`config.mk`:
```
export PLATFORM = sky130hd
export DESIGN_NAME = cpu_ctrl
export DESIGN_NICKNAME = d
export VERILOG_FILES = /design/src/rtl/cpu_pkg.sv /design/src/rtl/cpu_decode.sv /design/src/rtl/cpu_ctrl.sv
export SDC_FILE = /design/constraint.sdc
export NUM_CORES = 1
export LEC_CHECK = 0
export CORE_ASPECT_RATIO = 1.2
export CORE_MARGIN = 1
export CORE_UTILIZATION = 44
export CTS_CLUSTER_DIAMETER = 150
export DETAILED_ROUTE_END_ITERATION = 10
export HOLD_SLACK_MARGIN = 0.06
export PLACE_DENSITY = 0.86
export SLEW_MARGIN = 5
export SYNTH_ARGS = -nofsm -noshare
export SYNTH_HDL_FRONTEND = slang
export SYNTH_HIERARCHICAL = 1
export SYNTH_SLANG_ARGS = --single-unit
```
`constraint.sdc`:
```
create_clock -name clk -period 3.21 [get_ports clk]
set_input_delay 0.4815 -clock clk [delete_from_list [all_inputs] [get_ports clk]]
set_output_delay 0.4815 -clock clk [all_outputs]
set_load 0.01 [all_outputs]
```
`src/rtl/cpu_pkg.sv`:
```
// Shared types and instruction-format constants for the 8-bit CPU.
// Used by the controller, its decoder, the ALU and the top level.
package cpu_pkg;

  localparam int OP_MSB  = 15;
  localparam int OP_LSB  = 12;
  localparam int RD_MSB  = 11;
  localparam int RD_LSB  = 8;
  localparam int RS1_MSB = 7;
  localparam int RS1_LSB = 4;
  localparam int RS2_MSB = 3;
  localparam int RS2_LSB = 0;
  localparam int IMM_MSB = 7;
  localparam int IMM_LSB = 0;

  typedef enum logic [3:0] {
    OP_NOP  = 4'h0,
    OP_ADD  = 4'h1,
    OP_SUB  = 4'h2,
    OP_AND  = 4'h3,
    OP_OR   = 4'h4,
    OP_XOR  = 4'h5,
    OP_LDI  = 4'h6,
    OP_MOV  = 4'h7,
    OP_JMP  = 4'h8,
    OP_BEQZ = 4'h9,
    OP_HALT = 4'hF
  } opcode_e;

  typedef enum logic [2:0] {
    ALU_ADD   = 3'd0,
    ALU_SUB   = 3'd1,
    ALU_AND   = 3'd2,
    ALU_OR    = 3'd3,
    ALU_XOR   = 3'd4,
    ALU_PASSA = 3'd5,
    ALU_PASSB = 3'd6
  } alu_op_e;

  typedef enum logic [1:0] {
    FETCH  = 2'd0,
    DECODE = 2'd1,
    EXEC   = 2'd2,
    HALT   = 2'd3
  } ctrl_state_e;

endpackage

```
`src/rtl/cpu_decode.sv`:
```
// Combinational instruction decoder: instruction word -> register addresses,
// ALU controls and control-flow flags.
module cpu_decode
  import cpu_pkg::*;
(
  input  logic [15:0] ir,
  output logic [3:0]  ra1,
  output logic [3:0]  ra2,
  output logic [3:0]  wa,
  output alu_op_e     alu_op,
  output logic        imm_sel,
  output logic [7:0]  imm,
  output logic        writes_rd,
  output logic        is_jmp,
  output logic        is_beqz,
  output logic        is_halt
);

  opcode_e op_s;

  // Field extraction and per-opcode control decode.
  always_comb begin
    op_s      = opcode_e'(ir[OP_MSB:OP_LSB]);
    ra1       = ir[RS1_MSB:RS1_LSB];
    ra2       = ir[RS2_MSB:RS2_LSB];
    wa        = ir[RD_MSB:RD_LSB];
    imm       = ir[IMM_MSB:IMM_LSB];
    alu_op    = ALU_ADD;
    imm_sel   = 1'b0;
    writes_rd = 1'b0;
    is_jmp    = 1'b0;
    is_beqz   = 1'b0;
    is_halt   = 1'b0;
    case (op_s)
      OP_ADD:  begin alu_op = ALU_ADD;   writes_rd = 1'b1; end
      OP_SUB:  begin alu_op = ALU_SUB;   writes_rd = 1'b1; end
      OP_AND:  begin alu_op = ALU_AND;   writes_rd = 1'b1; end
      OP_OR:   begin alu_op = ALU_OR;    writes_rd = 1'b1; end
      OP_XOR:  begin alu_op = ALU_XOR;   writes_rd = 1'b1; end
      OP_LDI:  begin alu_op = ALU_PASSB; imm_sel = 1'b1; writes_rd = 1'b1; end
      OP_MOV:  begin alu_op = ALU_PASSA; writes_rd = 1'b1; end
      OP_JMP:  is_jmp = 1'b1;
      // The branch tests the register named in the rd field.
      OP_BEQZ: begin is_beqz = 1'b1; ra1 = ir[RD_MSB:RD_LSB]; end
      OP_HALT: is_halt = 1'b1;
      default: alu_op = ALU_ADD;
    endcase
  end

endmodule

```
`src/rtl/cpu_ctrl.sv`:
```
// Multi-cycle fetch/decode/execute controller: fetches over a req/valid
// handshake, drives reg_file/ALU controls and sequences the PC.
module cpu_ctrl
  import cpu_pkg::*;
#(
  parameter int PC_W     = 8,
  parameter int RETIRE_W = 16
) (
  input  logic                clk,
  input  logic                rst_n,
  output logic                imem_req,
  output logic [PC_W-1:0]     imem_addr,
  input  logic                imem_valid,
  input  logic [15:0]         imem_rdata,
  output logic [3:0]          RA1,
  output logic [3:0]          RA2,
  output logic [3:0]          WA,
  output logic                write_enable,
  input  logic [7:0]          RD1,
  output logic [2:0]          alu_op,
  output logic                imm_sel,
  output logic [7:0]          imm,
  output logic                halted,
  output logic [RETIRE_W-1:0] retired
);

  ctrl_state_e         state_q, state_d;
  logic [PC_W-1:0]     pc_q, pc_d;
  logic [15:0]         ir_q, ir_d;
  logic [RETIRE_W-1:0] retired_q, retired_d;
  logic                fetch_accept_s;

  logic                imem_req_q, write_enable_q, imm_sel_q, halted_q;
  logic [PC_W-1:0]     imem_addr_q;
  logic [3:0]          ra1_q, ra2_q, wa_q;
  logic [2:0]          alu_op_q;
  logic [7:0]          imm_q;

  logic [3:0]          dec_ra1_s, dec_ra2_s, dec_wa_s;
  alu_op_e             dec_alu_op_s;
  logic                dec_imm_sel_s, dec_writes_rd_s;
  logic                dec_is_jmp_s, dec_is_beqz_s, dec_is_halt_s;
  logic [7:0]          dec_imm_s;

  // Capture the instruction word when a fetch handshake completes.
  always_comb begin
    fetch_accept_s = 1'b0;
    ir_d           = ir_q;
    if ((state_q == FETCH) && imem_req_q && imem_valid) begin
      fetch_accept_s = 1'b1;
      ir_d           = imem_rdata;
    end else begin
      fetch_accept_s = 1'b0;
      ir_d           = ir_q;
    end
  end

  // Decoding ir_d lets the registered controls be valid on entry to DECODE.
  cpu_decode u_decode (
    .ir        (ir_d),
    .ra1       (dec_ra1_s),
    .ra2       (dec_ra2_s),
    .wa        (dec_wa_s),
    .alu_op    (dec_alu_op_s),
    .imm_sel   (dec_imm_sel_s),
    .imm       (dec_imm_s),
    .writes_rd (dec_writes_rd_s),
    .is_jmp    (dec_is_jmp_s),
    .is_beqz   (dec_is_beqz_s),
    .is_halt   (dec_is_halt_s)
  );

  // Next-state, PC and retire-counter sequencing.
  always_comb begin
    state_d   = state_q;
    pc_d      = pc_q;
    retired_d = retired_q;
    case (state_q)
      FETCH: begin
        if (fetch_accept_s) begin
          state_d = DECODE;
        end else begin
          state_d = FETCH;
        end
      end
      DECODE: state_d = EXEC;
      EXEC: begin
        if (dec_is_halt_s) begin
          state_d = HALT;
        end else begin
          state_d   = FETCH;
          retired_d = retired_q + RETIRE_W'(1);
          if (dec_is_jmp_s || (dec_is_beqz_s && (RD1 == 8'd0))) begin
            pc_d = PC_W'(dec_imm_s);
          end else begin
            pc_d = pc_q + PC_W'(1);
          end
        end
      end
      HALT:    state_d = HALT;
      default: state_d = FETCH;
    endcase
  end

  // State, PC, IR, counter and all registered outputs.
  always_ff @(posedge clk or negedge rst_n) begin
    if (!rst_n) begin
      state_q        <= FETCH;
      pc_q           <= '0;
      ir_q           <= 16'h0000;
      retired_q      <= '0;
      imem_req_q     <= 1'b0;
      imem_addr_q    <= '0;
      ra1_q          <= 4'd0;
      ra2_q          <= 4'd0;
      wa_q           <= 4'd0;
      write_enable_q <= 1'b0;
      alu_op_q       <= 3'd0;
      imm_sel_q      <= 1'b0;
      imm_q          <= 8'd0;
      halted_q       <= 1'b0;
    end else begin
      state_q        <= state_d;
      pc_q           <= pc_d;
      ir_q           <= ir_d;
      retired_q      <= retired_d;
      imem_req_q     <= (state_d == FETCH);
      imem_addr_q    <= pc_d;
      ra1_q          <= dec_ra1_s;
      ra2_q          <= dec_ra2_s;
      wa_q           <= dec_wa_s;
      write_enable_q <= (state_d == EXEC) && dec_writes_rd_s;
      alu_op_q       <= dec_alu_op_s;
      imm_sel_q      <= dec_imm_sel_s;
      imm_q          <= dec_imm_s;
      halted_q       <= (state_d == HALT);
    end
  end

  assign imem_req     = imem_req_q;
  assign imem_addr    = imem_addr_q;
  assign RA1          = ra1_q;
  assign RA2          = ra2_q;
  assign WA           = wa_q;
  assign write_enable = write_enable_q;
  assign alu_op       = alu_op_q;
  assign imm_sel      = imm_sel_q;
  assign imm          = imm_q;
  assign halted       = halted_q;
  assign retired      = retired_q;

endmodule

```
==> results.md <==
- DR pass1 iterations: 4
- Max H-tree Level: 3
- WP data required: ~3.4 ns
- Detailed Route Iter0 Violations: 91
- Routed Wire Length: 5790 um
- Clock tree root driver cell: clkbuf_8
- Vias in the first global route: around 2000
- Slew @ Worst Pin: approximately 0.54 ns
- Routed vias/inst: slightly below 5
- Slew Limit Headroom: 64.15%
- Share of cells above drive strength 1: between 10% and 20%
- Main synth FF type: dfrtp_1
- Switching share of power: 31.07%
- Sw Pwr: 1.162 mW
- Vias: 1935
- Mean Syn Cell Area: approximately 13 um2
- Top cell types by occurrence after synthesis: dfrtp_1 (69), nand2_1 (21), buf_4 (16), mux2_2 (16)
- Initial antenna violation count: 0
- Synth area leaders: dfrtp_1 (59%), mux2_2 (6.2%), buf_4 (4.1%)
- Post-synth top area cell: dfrtp_1
- Num CTS Buffers: 9
- Setup bufs post-CTS: 0
- Clock slew at reported path FFs: around 0.070 ns
- Seq cells post-synth: ~70
- Reg area: 1727 um2
- Largest net degree at the start of global routing: 46
- Worst Hold Class: input pin to async pin
- Routability Congestion: between 0.7 and 0.8
- Clock latency on the worst-skew pair: around 0.33 ns
- Period utilization: just over 90%
- Core Box Area: ~6400 um2
- Min cycle time layout: 2.923 ns
- Synth Area in Adders: less than 1%
- Register area share after synthesis: between 50% and 60%
- Detailed-route DRC error count: 0
- Data arrival, critical path: roughly 3.1 ns
- Finished Layout Cells: 395
- CP startpoint: imem_valid
- Final Power: ~3.7 mW
- Post-CTS resize count: 0
- Pwr/cell area: 947.2 nW/um2
- First-pass GRT wire length: between 9000 and 10000 um
- Ant diodes: 0
- Post-synthesis mux area share: roughly a tenth
- Fraction of the mapped netlist area in simple logic gates: a little over an eighth
- Port bufs: 77
- R2R Path Start: state_q[1]$_DFF_PN0_
- Outcome: finished clean
- Internal Dissipation: between 2 and 3 mW
- XOR/XNOR Fraction of Synth Area: 4.828%
- # rows: 32
- Synth top area share: approximately three fifths
- Initial Util: between 40 and 50%
- Power share of the sequential group: between 30 and 40%
- Synth Cell Area: just under 3000 um2
- Nets: about 330
- Multi-input gate area: between 900 and 1000 um2
- # hold bufs at CTS: 0
- CTS Buffer Depth: 2
- DP HPWL: 4076 um
- Ports: 78
- GRT Residual Overflow: 0
- Top-count cell post-synth: dfrtp_1
- Worst hold slack: ~0.13 ns
- Placed inst area: 3705 um2
- DIE WIDTH: 76.15 um
- Die area: just under 7000 um2
- CP endpoint kind: register
- Final Hold Fails: 0
- Antenna Nets Post-Route: 0
- Synth warnings: 6
- Setup Skew: around 0.0033 ns
- Die Span Y: about 91 um
- DR WL/cell: 14.66 um
- Unrepaired setup endpoints after global routing: no
- Pleak: 1.787 nW
- Kind of critical path: input pin to register
- Synthesized Nets: approximately 260
- Syn Inst Count: approximately 230
- Asr flop ratio synth: 100.0%
- Max frequency: 342.1 MHz
- Final setup fails: 0
- Largest family of logic cells by synthesized area: simple AND/OR/NAND/NOR gates
- Synthesis-to-finish area growth: 36.03%
- Netlist cell types: 38
- Max-slew violations: 0
- CTS tree: yes
- Clock power frac: about 22%
- Worst Path Max Fanout: 9
- GRT Total Usage: between 10% and 20%
- Clock Sinks: 69
- Layout fillers: 530
- Nature of the critical path startpoint: input pin
- Placed cells: between 300 and 400
- Synth Area in Compound Gates: 4.914%
- Number of enable flip-flop cells after synthesis: 0
- # Max-Cap Violations: 0
- Max VDD drop: 0.0005325 V
- Finished Cell Area: a little under 4000 um2
- Comb pwr share: around two fifths
[cells by family (layout without fill, tap and decap cells)]
logic type | after synthesis | count (layout)
AOI/OAI and AO/OA | 20 | 20
xor gates and xnor gates | 16 | 16
adders and majority gates | 2 | 2
buffers and inverters | 27 | 108
DFF | 69 | 69
muxes | 27 | 27
and+or+nand+nor | 68 | 68
[critical path, cell delays in order]
cell             delay (ns)
clkdlybuf4s50_1        0.48
nand2_1                0.07
nor3_2                 0.30
mux2_2                 0.46
nand2_1                0.12
nor2_1                 0.06
or3b_1                 0.46
nor4_4                 0.40
nand3_1                0.15
xnor2_1                0.15
[through the flow]
stage	setup TNS [ns]	worst slack, ns	utilization, %
floorplan	0	0.004666	-
CTS	0	0.2974	61.64
finish	0	0.2866	61.64
global route	0	0.08972	61.64
global placement	0	0.03443	57.83
detailed placement	-0.1775	-0.05969	57.83
[state kept, by name, indices dropped and copies added (netlist names)]
register	cells
WA	4
RA2	4
RA1	4
imem_addr	8
retired	16
imm	8
ir_q	16
halted	1
alu_op	3
write_enable	1
imem_req	1
state_q	2
imm_sel	1
[power by group through the flow]
stage,combinational (mW),sequential [mW],clock [mW]
after floorplan,0.841,1.52,0
after global placement,1.46,1.42,0
after detailed placement,1.50,1.43,0
after CTS,1.51,1.42,0.848
after global routing,1.62,1.46,0.878
final,1.49,1.42,0.830
[final cells by class]
type,instances,area share [%]
Clock buffer,13,4.531
Clock inverter,3,1.648
Inverter,4,0.3802
Multi-Input combinational cell,133,25.22
Sequential cell,69,43.73
Tap cell,85,2.693
Timing Repair Buffer,88,21.80
[cell usage in the layout, fill, tap and decap left out, types with 5 or more instances in the layout]
| cell type | instances |
|---|---|
| clkdlybuf4s50_1 | 76 |
| xor2_1 | 7 |
| nor2_1 | 8 |
| clkbuf_8 | 13 |
| buf_4 | 10 |
| xnor2_1 | 9 |
| nand3_1 | 9 |
| and3_1 | 8 |
| a21oi_1 | 7 |
| mux2_2 | 16 |
| nor3_1 | 5 |
| mux2i_1 | 7 |
| a2bb2oi_1 | 6 |
| nand2_1 | 21 |
| dfrtp_1 | 69 |
[path summary, 6_finish.rpt]
| path | cells after the start | end | slack (ns) |
|---|---|---|---|
| setup / recovery | 10 | retired[10]$_DFFE_PN0P_ | 0.29 |
| setup reg to reg | 8 | retired[10]$_DFFE_PN0P_ | 0.46 |
| min in group clk | 1 | retired[15]$_DFFE_PN0P_ | 0.48 |
| hold / removal | 2 | imm_sel$_DFF_PN0_ | 0.13 |
| hold reg to reg | 1 | retired[15]$_DFFE_PN0P_ | 0.48 |
| max in group asynchronous | 2 | retired[8]$_DFFE_PN0P_ | 2.61 |
[per-layer routing]
| metal | up-vias | routed length (um) | track usage [%] |
|---|---|---|---|
| li1 | 925 | - | - |
| met1 | 938 | 2528 | 22.18 |
| met2 | 64 | 2816 | 29.09 |
| met3 | 8 | 358 | 5.126 |
| met4 | 0 | 87 | 10.58 |
| met5 | - | 0 | 0 |
Power figures use the tool's default switching activity.
